$ cat src/rtl/tlb_cam_pkg.sv
// Shared encodings for the tlb_cam translation store.
package tlb_cam_pkg;

  localparam int unsigned CMD_W = 2;

  typedef enum logic [CMD_W-1:0] {
    CMD_NOP = 2'b00,
    CMD_INS = 2'b01,
    CMD_DEL = 2'b10,
    CMD_RD  = 2'b11
  } cmd_e;

  typedef enum logic [1:0] {
    IDLE   = 2'd0,
    LOOKUP = 2'd1,
    RESP   = 2'd2
  } state_e;

endpackage

$ cat src/rtl/tlb_cam_if.sv
// Command/response bundle between the requester (master) and tlb_cam (slave).
interface tlb_cam_if
  import tlb_cam_pkg::*;
#(
  parameter int unsigned KEY_W  = 8,
  parameter int unsigned DATA_W = 8,
  parameter int unsigned IDX_W  = 5
);
  logic              cmd_valid;
  logic              cmd_ready;
  cmd_e              cmd;
  logic [KEY_W-1:0]  key;
  logic [DATA_W-1:0] datain;
  logic              rsp_valid;
  logic              rsp_hit;
  logic              rsp_fault;
  logic              rsp_full;
  logic [IDX_W-1:0]  rsp_idx;
  logic [DATA_W-1:0] dataout;
  logic [IDX_W:0]    occupancy;

  modport master (
    output cmd_valid, cmd, key, datain,
    input  cmd_ready, rsp_valid, rsp_hit, rsp_fault, rsp_full, rsp_idx, dataout, occupancy
  );

  modport slave (
    input  cmd_valid, cmd, key, datain,
    output cmd_ready, rsp_valid, rsp_hit, rsp_fault, rsp_full, rsp_idx, dataout, occupancy
  );
endinterface

$ cat src/rtl/tlb_cam_penc.sv
// Lowest-index priority encoder: found_c set if any bit of vec is high.
module tlb_cam_penc #(
  parameter int unsigned N     = 32,
  parameter int unsigned IDX_W = $clog2(N)
) (
  input  logic [N-1:0]     vec,
  output logic             found_c,
  output logic [IDX_W-1:0] idx_c
);

  // Scan from the top so the lowest set bit is the last one written.
  always_comb begin
    found_c = 1'b0;
    idx_c   = '0;
    for (int i = int'(N) - 1; i >= 0; i--) begin
      if (vec[i]) begin
        found_c = 1'b1;
        idx_c   = IDX_W'(i);
      end
    end
  end

endmodule

$ cat src/rtl/tlb_cam.sv
// Fully-associative key->data CAM with a 3-cycle IDLE/LOOKUP/RESP command flow.
// Optional macro TLB_CAM_LRU_EN: age-based LRU replacement when the table is full.
module tlb_cam
  import tlb_cam_pkg::*;
#(
  parameter int unsigned DEPTH  = 32,
  parameter int unsigned KEY_W  = 8,
  parameter int unsigned DATA_W = 8,
  parameter int unsigned IDX_W  = $clog2(DEPTH)
) (
  input  logic     clk,
  input  logic     rst_n,
  tlb_cam_if.slave bus
);

  localparam int unsigned OCC_W = IDX_W + 1;

  state_e            state, state_nxt;
  cmd_e              cmd_q;
  logic [KEY_W-1:0]  key_q;
  logic [DATA_W-1:0] data_q;
  logic [DEPTH-1:0]  valid;
  logic [KEY_W-1:0]  keys [DEPTH];
  logic [DATA_W-1:0] data [DEPTH];
  logic [OCC_W-1:0]  occ;

  logic [DEPTH-1:0]  match_c;
  logic              hit_c, free_c;
  logic [IDX_W-1:0]  hit_idx_c, free_idx_c;

  logic              wr_c, new_c, del_c, touch_c, ins_free_c, occ_inc_c, occ_dec_c;
  logic [IDX_W-1:0]  wr_idx_c, touch_idx_c;
  logic              r_hit_c, r_fault_c, r_full_c;
  logic [IDX_W-1:0]  r_idx_c;
  logic [DATA_W-1:0] r_data_c;

  // Parallel compare of the latched key against every valid entry.
  always_comb begin
    match_c = '0;
    for (int i = 0; i < int'(DEPTH); i++) begin
      match_c[i] = valid[i] && (keys[i] == key_q);
    end
  end

  tlb_cam_penc #(.N(DEPTH), .IDX_W(IDX_W)) u_match_enc (
    .vec(match_c), .found_c(hit_c), .idx_c(hit_idx_c)
  );

  tlb_cam_penc #(.N(DEPTH), .IDX_W(IDX_W)) u_free_enc (
    .vec(~valid), .found_c(free_c), .idx_c(free_idx_c)
  );

`ifdef TLB_CAM_LRU_EN
  logic [IDX_W-1:0] age [DEPTH];
  logic [IDX_W-1:0] victim_c;

  // Oldest entry (age DEPTH-1) is the eviction victim when the table is full.
  always_comb begin
    victim_c = '0;
    for (int i = int'(DEPTH) - 1; i >= 0; i--) begin
      if (age[i] == IDX_W'(DEPTH - 1)) victim_c = IDX_W'(i);
    end
  end

  // Keep valid ages a permutation of 0..occupancy-1; age 0 is most recent.
  always_ff @(posedge clk or negedge rst_n) begin
    if (!rst_n) begin
      for (int j = 0; j < int'(DEPTH); j++) age[j] <= '0;
    end else begin
      for (int j = 0; j < int'(DEPTH); j++) begin
        if (touch_c) begin
          if (IDX_W'(j) == touch_idx_c) age[j] <= '0;
          else if (valid[j] && (age[j] < age[touch_idx_c])) age[j] <= age[j] + IDX_W'(1);
        end else if (ins_free_c) begin
          if (IDX_W'(j) == wr_idx_c) age[j] <= '0;
          else if (valid[j]) age[j] <= age[j] + IDX_W'(1);
        end else if (del_c) begin
          if (valid[j] && (age[j] > age[hit_idx_c])) age[j] <= age[j] - IDX_W'(1);
        end
      end
    end
  end
`else
  logic unused_lru;
  assign unused_lru = ^{touch_c, ins_free_c, touch_idx_c};
`endif

  // FSM state register.
  always_ff @(posedge clk or negedge rst_n) begin
    if (!rst_n) state <= IDLE;
    else        state <= state_nxt;
  end

  // FSM next state.
  always_comb begin
    state_nxt = state;
    case (state)
      IDLE:    if (bus.cmd_valid && bus.cmd_ready) state_nxt = LOOKUP;
      LOOKUP:  state_nxt = RESP;
      RESP:    state_nxt = IDLE;
      default: state_nxt = IDLE;
    endcase
  end

  // Command decode during LOOKUP: storage actions and response values.
  always_comb begin
    wr_c = 1'b0; new_c = 1'b0; del_c = 1'b0; wr_idx_c = '0;
    touch_c = 1'b0; touch_idx_c = '0; ins_free_c = 1'b0;
    occ_inc_c = 1'b0; occ_dec_c = 1'b0;
    r_hit_c = 1'b0; r_fault_c = 1'b0; r_full_c = 1'b0; r_idx_c = '0; r_data_c = '0;
    if (state == LOOKUP) begin
      case (cmd_q)
        CMD_INS: begin
          if (hit_c) begin
            wr_c = 1'b1; wr_idx_c = hit_idx_c; r_hit_c = 1'b1; r_idx_c = hit_idx_c;
            touch_c = 1'b1; touch_idx_c = hit_idx_c;
          end else if (free_c) begin
            wr_c = 1'b1; new_c = 1'b1; wr_idx_c = free_idx_c; r_idx_c = free_idx_c;
            occ_inc_c = 1'b1; ins_free_c = 1'b1;
          end else begin
`ifdef TLB_CAM_LRU_EN
            wr_c = 1'b1; new_c = 1'b1; wr_idx_c = victim_c; r_idx_c = victim_c;
            touch_c = 1'b1; touch_idx_c = victim_c;
`else
            r_full_c = 1'b1;
`endif
          end
        end
        CMD_DEL: begin
          if (hit_c) begin
            del_c = 1'b1; occ_dec_c = 1'b1; r_hit_c = 1'b1; r_idx_c = hit_idx_c;
          end
        end
        CMD_RD: begin
          if (hit_c) begin
            r_hit_c = 1'b1; r_idx_c = hit_idx_c; r_data_c = data[hit_idx_c];
            touch_c = 1'b1; touch_idx_c = hit_idx_c;
          end else begin
            r_fault_c = 1'b1;
          end
        end
        default: ;
      endcase
    end
  end

  // Latch the command at the handshake; cmd_ready tracks the IDLE state.
  always_ff @(posedge clk or negedge rst_n) begin
    if (!rst_n) begin
      cmd_q <= CMD_NOP; key_q <= '0; data_q <= '0; bus.cmd_ready <= 1'b1;
    end else begin
      bus.cmd_ready <= (state_nxt == IDLE);
      if (bus.cmd_valid && bus.cmd_ready && (state == IDLE)) begin
        cmd_q <= bus.cmd; key_q <= bus.key; data_q <= bus.datain;
      end
    end
  end

  // Entry storage and occupancy, updated at the end of LOOKUP.
  always_ff @(posedge clk or negedge rst_n) begin
    if (!rst_n) begin
      valid <= '0; occ <= '0;
      for (int j = 0; j < int'(DEPTH); j++) begin
        keys[j] <= '0; data[j] <= '0;
      end
    end else begin
      if (wr_c) begin
        data[wr_idx_c] <= data_q;
        if (new_c) begin
          keys[wr_idx_c]  <= key_q;
          valid[wr_idx_c] <= 1'b1;
        end
      end
      if (del_c) valid[hit_idx_c] <= 1'b0;
      if (occ_inc_c)      occ <= occ + OCC_W'(1);
      else if (occ_dec_c) occ <= occ - OCC_W'(1);
    end
  end

  // Response registers: loaded at the end of LOOKUP, zero in every other cycle.
  always_ff @(posedge clk or negedge rst_n) begin
    if (!rst_n) begin
      bus.rsp_valid <= 1'b0; bus.rsp_hit <= 1'b0; bus.rsp_fault <= 1'b0;
      bus.rsp_full <= 1'b0; bus.rsp_idx <= '0; bus.dataout <= '0;
    end else begin
      bus.rsp_valid <= (state == LOOKUP);
      bus.rsp_hit   <= r_hit_c;
      bus.rsp_fault <= r_fault_c;
      bus.rsp_full  <= r_full_c;
      bus.rsp_idx   <= r_idx_c;
      bus.dataout   <= r_data_c;
    end
  end

  assign bus.occupancy = occ;

endmodule

$ cat src/flat_wrapper.sv
// flat-port wrapper written by rule: the top's interface ports become plain ports
module tlb_cam_flat import tlb_cam_pkg::*;
#(
  parameter int unsigned DEPTH  = 32,
  parameter int unsigned KEY_W  = 8,
  parameter int unsigned DATA_W = 8,
  parameter int unsigned IDX_W  = $clog2(DEPTH)
)
  (clk, rst_n, bus_cmd_valid, bus_cmd, bus_key, bus_datain, bus_cmd_ready, bus_rsp_valid, bus_rsp_hit, bus_rsp_fault, bus_rsp_full, bus_rsp_idx, bus_dataout, bus_occupancy);
  tlb_cam_if #(.KEY_W(KEY_W), .DATA_W(DATA_W), .IDX_W(IDX_W)) bus_i ();
  input  logic clk;
  input  logic rst_n;
  input wire logic [$bits(bus_i.cmd_valid)-1:0] bus_cmd_valid;
  input wire logic [$bits(bus_i.cmd)-1:0] bus_cmd;
  input wire logic [$bits(bus_i.key)-1:0] bus_key;
  input wire logic [$bits(bus_i.datain)-1:0] bus_datain;
  output wire logic [$bits(bus_i.cmd_ready)-1:0] bus_cmd_ready;
  output wire logic [$bits(bus_i.rsp_valid)-1:0] bus_rsp_valid;
  output wire logic [$bits(bus_i.rsp_hit)-1:0] bus_rsp_hit;
  output wire logic [$bits(bus_i.rsp_fault)-1:0] bus_rsp_fault;
  output wire logic [$bits(bus_i.rsp_full)-1:0] bus_rsp_full;
  output wire logic [$bits(bus_i.rsp_idx)-1:0] bus_rsp_idx;
  output wire logic [$bits(bus_i.dataout)-1:0] bus_dataout;
  output wire logic [$bits(bus_i.occupancy)-1:0] bus_occupancy;
  assign bus_i.cmd_valid = bus_cmd_valid;
  assign bus_i.cmd = bus_cmd;
  assign bus_i.key = bus_key;
  assign bus_i.datain = bus_datain;
  assign bus_cmd_ready = bus_i.cmd_ready;
  assign bus_rsp_valid = bus_i.rsp_valid;
  assign bus_rsp_hit = bus_i.rsp_hit;
  assign bus_rsp_fault = bus_i.rsp_fault;
  assign bus_rsp_full = bus_i.rsp_full;
  assign bus_rsp_idx = bus_i.rsp_idx;
  assign bus_dataout = bus_i.dataout;
  assign bus_occupancy = bus_i.occupancy;
  tlb_cam #(.DEPTH(DEPTH), .KEY_W(KEY_W), .DATA_W(DATA_W), .IDX_W(IDX_W)) u_core (.clk(clk), .rst_n(rst_n), .bus(bus_i));
endmodule
$ cat config.mk
export PLATFORM = sky130hd
export DESIGN_NAME = tlb_cam_flat
export DESIGN_NICKNAME = d
export VERILOG_FILES = /design/src/rtl/tlb_cam_pkg.sv /design/src/rtl/tlb_cam_if.sv /design/src/rtl/tlb_cam_penc.sv /design/src/rtl/tlb_cam.sv /design/src/flat_wrapper.sv
export SDC_FILE = /design/constraint.sdc
export NUM_CORES = 1
export LEC_CHECK = 0
export ABC_AREA = 1
export CAP_MARGIN = 20
export CORE_AREA = 2 2 262 213
export CTS_CLUSTER_DIAMETER = 80
export CTS_CLUSTER_SIZE = 40
export DETAILED_ROUTE_END_ITERATION = 8
export DIE_AREA = 0 0 264 215
export PLACE_DENSITY = 0.71
export SYNTH_ARGS = -nofsm -noshare
export SYNTH_HDL_FRONTEND = slang
export SYNTH_SLANG_ARGS = --single-unit
$ cat constraint.sdc
create_clock -name clk -period 5.36 [get_ports clk]
set_input_delay 0.536 -clock clk [delete_from_list [all_inputs] [get_ports clk]]
set_output_delay 0.536 -clock clk [all_outputs]
set_load 0.1 [all_outputs]
==> results of run 1 <==
## power by group
| group | total (uW) | switching (uW) | internal, uW | leakage, uW |
|---|---|---|---|---|
| registers | 4990 | 307 | 4680 | 0.00812 |
| clock network | 2890 | 1750 | 1140 | 0.000517 |
| logic | 3960 | 2840 | 1120 | 0.00623 |
| total | 11800 | 4900 | 6940 | 0.0149 |
## routing by layer
metal / global-route usage / routed length (um) / vias up
li1: - / - / 11810
met1: 0.4717 / 39330 / 12010
met2: 0.4510 / 36780 / 1039
met3: 0.04778 / 7709 / 130
met4: 0.07689 / 2059 / 0
met5: 0 / 0 / -
## stage by stage
stage | setup WS (ps) | total power, uW | util
2_1_floorplan | 1325 | 7553 | -
6_report | 573.1 | 11840 | 0.5861
4_1_cts | 508.1 | 11740 | 0.5845
5_1_grt | 122.3 | 12410 | 0.5861
3_3_place_gp | 552.3 | 8853 | 0.5643
3_5_place_dp | 525.1 | 8883 | 0.5643
## layout make-up
type / instances / area (um^2) / area share
Timing Repair Buffer: 145 / 1354 / 0.04251
Sequential cell: 587 / 14700 / 0.4615
Clock buffer: 30 / 729.5 / 0.02290
Tap cell: 711 / 889.6 / 0.02793
Clock inverter: 22 / 355.3 / 0.01116
Multi-Input combinational cell: 2530 / 12470 / 0.3917
Inverter: 356 / 1348 / 0.04231
## synthesized netlist by cell type, drive strengths merged (39+ instances only)
| cell type | number |
|---|---|
| a21oi | 41 |
| nor2 | 441 |
| o21ai | 575 |
| nand4 | 62 |
| nor4 | 39 |
| dfrtp | 586 |
| nand3 | 149 |
| nor3 | 45 |
| clkbuf | 100 |
| buf | 102 |
| xor2 | 54 |
| nand2 | 923 |
| inv | 353 |
## worst min-delay path, stage by stage
cell	delay, ps
clkdlybuf4s50_1	400
nand2_1	60
o21ai_0	60
## cell families after synthesis
| kind of cell | count (synthesis) | share of synthesized area |
|---|---|---|
| and+or+nand+nor | 1724 | 0.2630 |
| AOI/OAI and AO/OA | 712 | 0.1305 |
| DFF | 587 | 0.4986 |
| buffers and inverters | 558 | 0.07894 |
| xor gates and xnor gates | 87 | 0.02586 |
| adders and majority gates | 5 | 0.002378 |
| muxes | 2 | 0.0007643 |
## state kept, by name, indices dropped and copies added (netlist names)
signal and count:
u_core.bus.rsp_fault 1, u_core.bus.rsp_idx 5, u_core.key_q 8, u_core.bus.cmd_ready 1, u_core.bus.rsp_valid 1, u_core.valid 32
u_core.data 256, u_core.state 1, u_core.bus.dataout 8, u_core.data_q 8, u_core.bus.rsp_hit 1, u_core.bus.occupancy 6
u_core.bus.rsp_full 1, u_core.keys 256, u_core.cmd_q 2
## worst min path at each step
| stage | cells past startpoint | end | startpoint | slack (ps) |
|---|---|---|---|---|
| 2_1_floorplan | 0 | u_core.bus.dataout[0] | rst_n | 240 |
| 3_3_place_gp | 2 | u_core.data[21] | u_core.data[21] | 460 |
| 3_5_place_dp | 2 | u_core.data[80] | u_core.data[80] | 470 |
| 4_1_cts | 3 | u_core.key_q[6] | bus_key[6] | 440 |
| 5_1_grt | 3 | u_core.data_q[4] | bus_datain[4] | 470 |
| 6_report | 3 | u_core.key_q[6] | bus_key[6] | 450 |
## timing repair
action / CTS / global route
gates resized for setup: 0 / 9
hold buffers: 1 / 0
endpoints found under the hold margin: 83 / 0
endpoints found under the setup margin: 0 / 49
buffers inserted: 0 / 0
==> results.yml, run 1 <==
placed_design:
  port_buffers: 44
  numPlacedInstances: 4325
  placedInstanceArea_mm2: 0.03066
  gp_routability_congestion: 0.9277
  post-dp-hpwl_um: 57760
synth:
  netlist_area_mm2: 0.02947
  synth_seq_cells: 587
  yosysTopAreaCellShare: 0.4977
  synthesis.nets: 3701
  yosys-top-cells-area: "dfrtp_1 50%, nand2_1 11%, o21ai_0 6.4%"
  postSynth.topFlopCell: "dfrtp_1"
  synth_async_sr_flop_share: 1.000
  number_of_enable_type_register_cells_in_the_synthesized_netlist: 0
  ys_warn_count: 0
  synth_area_leader_cell: "dfrtp_1"
  ys_types: 63
  post_synth.cell_area_avg_um2: 8.018
  synth_cells: 3675
  synth.yosys.seq_area_share: 0.4986
critical_path:
  critical_path_class: "register to register"
  worst-r2r-setup-slack_ps: 570
  path_delay_family: "simple AND/OR/NAND/NOR gates"
  timing.critical_path.to_type: "register"
  cp_num_cells: 32
  cp_max_fo: 29
  crit_path_max_incr_delay_ps: 540
  timing.rr.end: "u_core.bus.dataout[6]"
  worst_ep_required_time_ps: 5880
  arr_time_crit_path_ps: 5310
  worstReg2RegStart: "u_core.key_q[2]"
  crit_path_top_delay_cell: "nor4_1"
  worst_setup_path_start_kind: "register"
  critPathLaunch: "u_core.key_q[2]"
  timing.reg2reg.worst_path_depth: 32
  timing.critical_path.buf_inv: 6
  critical_path.most_common_cell: "nand2_1"
  worst_setup_path_endpoint: "u_core.bus.dataout[6]"
sta:
  maxClockFrequency_mhz: 208.9
  rsz0062_at_grt: "false"
  slew_headroom: 0.2451
  skew_ps: 32.09
  timing_worst_slew_pin_value_ps: 1131
  holdWs_ps: 450.3
  finalMaxSlewViolations: 0
  final.setup.tns_ps: 0
  finalWorstPathRequiredPeriod_ps: 4787
  final.period_utilization: 0.8931
  finalSetupViolCount: 0
  timing.final.hold_violations: 0
global_route:
  grt_use_total: 0.3059
  grt_first_pass_wirelength_um: 136900
  globalRoute.totalOverflow: 0
  first_global_vias: 23230
  antenna_found_initial: 2
  largest_net_degree_at_the_start_of_global_routing: 144
layout:
  final_common_cell: "nand2_1"
  mostFrequentLayoutCells: "885 x nand2_1, 581 x dfrtp_1, 401 x nor2_1"
  num_antenna_cells: 0
  layout-drive-gt1-share: 0.08610
  area_growth_syn_to_layout_pct: 8.081
  fin_area_mm2: 0.03185
  fin_cells: 4381
  number_of_nets_in_the_layout: 3674
  fillers: 4948
routing:
  drt_pass1_iterations: 6
  wl_um: 85880
  via_count: 24990
  antenna_violating_nets_post_route: 0
  avgRoutedWirePerCell_um: 19.60
  vias_per_cell: 5.704
  number_of_remaining_drc_errors: 0
  detailedRoute.firstIterationViolations: 3159
pwr:
  p_per_area_mw_per_mm2: 371.7
  total_leakage_power_uw: 0.01487
  vdd_drop_max_mv: 0.5600
worst_hold_path:
  worst_hold_path_type: "input port to register"
die:
  fp-row-count: 77
  area_of_the_core_mm2: 0.05434
  overall_die_width_um: 264
  floorplan.initialDensity: 0.5423
  die_h_um: 215
  ios: 45
  dieArea_mm2: 0.05676
clock_network:
  clock_insertion_delay_worst_skew_ps: 650
  tritoncts.num_buffers: 28
  ctsLongestPathBuffers: 3
  clockRootBuffer: "clkbuf_16"
  clock-sinks: 587
  clk_transition_reported_paths_ps: 140
  tritoncts_clock_tree: "done"
  ctsHtreeMaxLevel: 1
job:
  max_cap_violations: 0
outcome:
  outcome: "finished clean"
No activity file was read; power rests on OpenSTA's default activity.
==> run 2, diff against run 1 <==
--- a/config.mk
+++ b/config.mk
@@ -12,7 +12,9 @@
 export CTS_CLUSTER_SIZE = 40
 export DETAILED_ROUTE_END_ITERATION = 8
 export DIE_AREA = 0 0 264 215
+export MAX_ROUTING_LAYER = met4
 export PLACE_DENSITY = 0.71
+export SLEW_MARGIN = 5
 export SYNTH_ARGS = -nofsm -noshare
 export SYNTH_HDL_FRONTEND = slang
 export SYNTH_SLANG_ARGS = --single-unit
==> results.yml, run 2 (synthesized netlist as in run 1, its figures left out) <==
outcome:
  outcome: "finished clean"
placed_design:
  post-dp-hpwl_um: 57170
  numPlacedInstances: 4325
  gp_routability_congestion: 0.9352
  dp_slack_ps: 593.3
  port_buffers: 44
routing:
  via_count: 24830
  vias_per_cell: 5.666
  avgRoutedWirePerCell_um: 19.40
  topRoutingLayerUsed: "met4"
  number_of_remaining_drc_errors: 0
  met1_length_um: 39370
  detailedRoute.firstIterationViolations: 2851
  detailroute.wirelength.met2_um: 36280
  wl_um: 85030
  antenna_violating_nets_post_route: 0
  wl_met3_um: 7395
  drt_pass1_iterations: 6
global_route:
  antenna_found_initial: 1
  grt_use_total: 0.3108
  grt_first_pass_wirelength_um: 134700
  globalRoute.totalOverflow: 0
  largest_net_degree_at_the_start_of_global_routing: 130
  first_global_vias: 22850
clock_network:
  tritoncts_clock_tree: "done"
  clk_transition_reported_paths_ps: 130
  clock_insertion_delay_worst_skew_ps: 640
  tritoncts.num_buffers: 28
  clockRootBuffer: "clkbuf_16"
  ctsLongestPathBuffers: 3
  post_cts_buffers: 0
  ctsHtreeMaxLevel: 1
  clock-sinks: 587
die:
  ios: 45
  dieArea_mm2: 0.05676
  area_of_the_core_mm2: 0.05434
  overall_die_width_um: 264
  die_h_um: 215
  floorplan.initialDensity: 0.5423
  fp-row-count: 77
layout:
  number_of_nets_in_the_layout: 3674
  area_growth_syn_to_layout_pct: 8.259
  fin_cells: 4382
  multi_input_comb_area_mm2: 0.01246
  final_common_cell: "nand2_1"
  utilization: 0.5871
  layout-drive-gt1-share: 0.08501
  sequential_cell_area_mm2: 0.01470
  mostFrequentLayoutCells: "888 x nand2_1, 581 x dfrtp_1, 402 x nor2_1"
  fillers: 4959
  leading_registers_by_flop_count: "u_core.data x256, u_core.keys x256, u_core.valid x32"
sta:
  final_critical_path_setup_slack_ps: 447.5
  timing.final.hold_violations: 0
  finalMaxSlewViolations: 0
  maxClockFrequency_mhz: 203.6
  final.setup.tns_ps: 0
  slew_headroom: 0.2556
  skew_ps: 41.55
  final.period_utilization: 0.9165
  rsz0062_at_grt: "false"
  finalSetupViolCount: 0
  timing_worst_slew_pin_value_ps: 1115
  finalWorstPathRequiredPeriod_ps: 4913
pwr:
  total_leakage_power_uw: 0.01489
  internal-power_uw: 6955
  p_seq_frac: 0.420
  combinational_group_share_of_total_power: 0.333
  p_per_area_mw_per_mm2: 371.9
  power.clock.fraction: 0.247
  vdd_drop_max_mv: 0.4579
  sw_frac_of_total: 0.4137
  p_sw_uw: 4907
critical_path:
  arr_time_crit_path_ps: 5440
  worst_ep_required_time_ps: 5890
  cp_max_fo: 18
  critical_path.most_common_cell: "nand2_1"
  worst_setup_path_endpoint: "u_core.bus.dataout[1]"
  timing.critical_path.to_type: "register"
  critical_path_class: "register to register"
  critPathLaunch: "u_core.key_q[7]"
  crit_path_top_delay_cell: "nor2_1"
  worst-r2r-setup-slack_ps: 450
  timing.reg2reg.worst_path_depth: 35
  worst_setup_path_start_kind: "register"
  timing.rr.end: "u_core.bus.dataout[1]"
  crit_path_max_incr_delay_ps: 640
  worstReg2RegStart: "u_core.key_q[7]"
worst_hold_path:
  worst_hold_path_type: "input port to register"
job:
  max_cap_violations: 0
run 2: layer usage:
layer  track usage  vias to the layer above
met5             -                        -
met1        0.4658                    11890
met3       0.04927                      130
li1              -                    11810
met2        0.4434                     1004
met4       0.07273                        0
run 2: area by class of cell:
cell class              count  share of cell area
flip-flops and latches    587              0.4607
multi-input cells        2530              0.3907
repair buffers            145             0.04283
inverters                 356             0.04205
well taps                 711             0.02789
clock buffers              30             0.02318
clock inverters            22             0.01251
diodes                      1          0.00007845
run 2: timing repair:
action / in CTS / in global routing
gates resized for setup: 0 / 2
hold endpoints to repair: 18 / 0
setup endpoints to repair: 0 / 8
hold buffers: 1 / 0
run 2: power groups by stage:
| stage | Sequential [uW] | Combinational (uW) | Clock [uW] |
|---|---|---|---|
| floorplan | 5140 | 2420 | 0 |
| global placement | 5040 | 3800 | 0 |
| detailed placement | 5050 | 3830 | 0 |
| CTS | 4970 | 3850 | 2970 |
| global route | 5010 | 4280 | 3110 |
| finish | 4980 | 3950 | 2930 |
run 2: worst max-delay path: cells and delay by family, from the launching register on:
kind                   cells  cell delay, ps
buffers and inverters      4             660
AND/OR/NAND/NOR           29            3060
AO/OA/AOI/OAI              2             520
flip-flops                 1             530
run 2: how the worst min path moves through the flow:
stage | startpoint | end | slack (ps) | depth (start not counted)
finish | bus_datain[3] | u_core.data_q[3] | 440 | 3
global route | bus_key[6] | u_core.key_q[6] | 460 | 3
CTS | bus_key[6] | u_core.key_q[6] | 420 | 3
detailed placement | u_core.bus.occupancy[5] | u_core.bus.occupancy[5] | 460 | 1
global placement | u_core.data[18] | u_core.data[18] | 460 | 2
floorplan | rst_n | u_core.bus.dataout[0] | 240 | 0
run 2: metrics by stage:
stage / instance area, um^2 / power (uW) / hold WS (ps)
CTS: 31840 / 11800 / 421.9
floorplan: 29470 / 7553 / 240.4
finish: 31900 / 11860 / 438.6
global placement: 30690 / 8844 / 456.1
global route: 31900 / 12400 / 464.2
detailed placement: 30690 / 8884 / 462.0
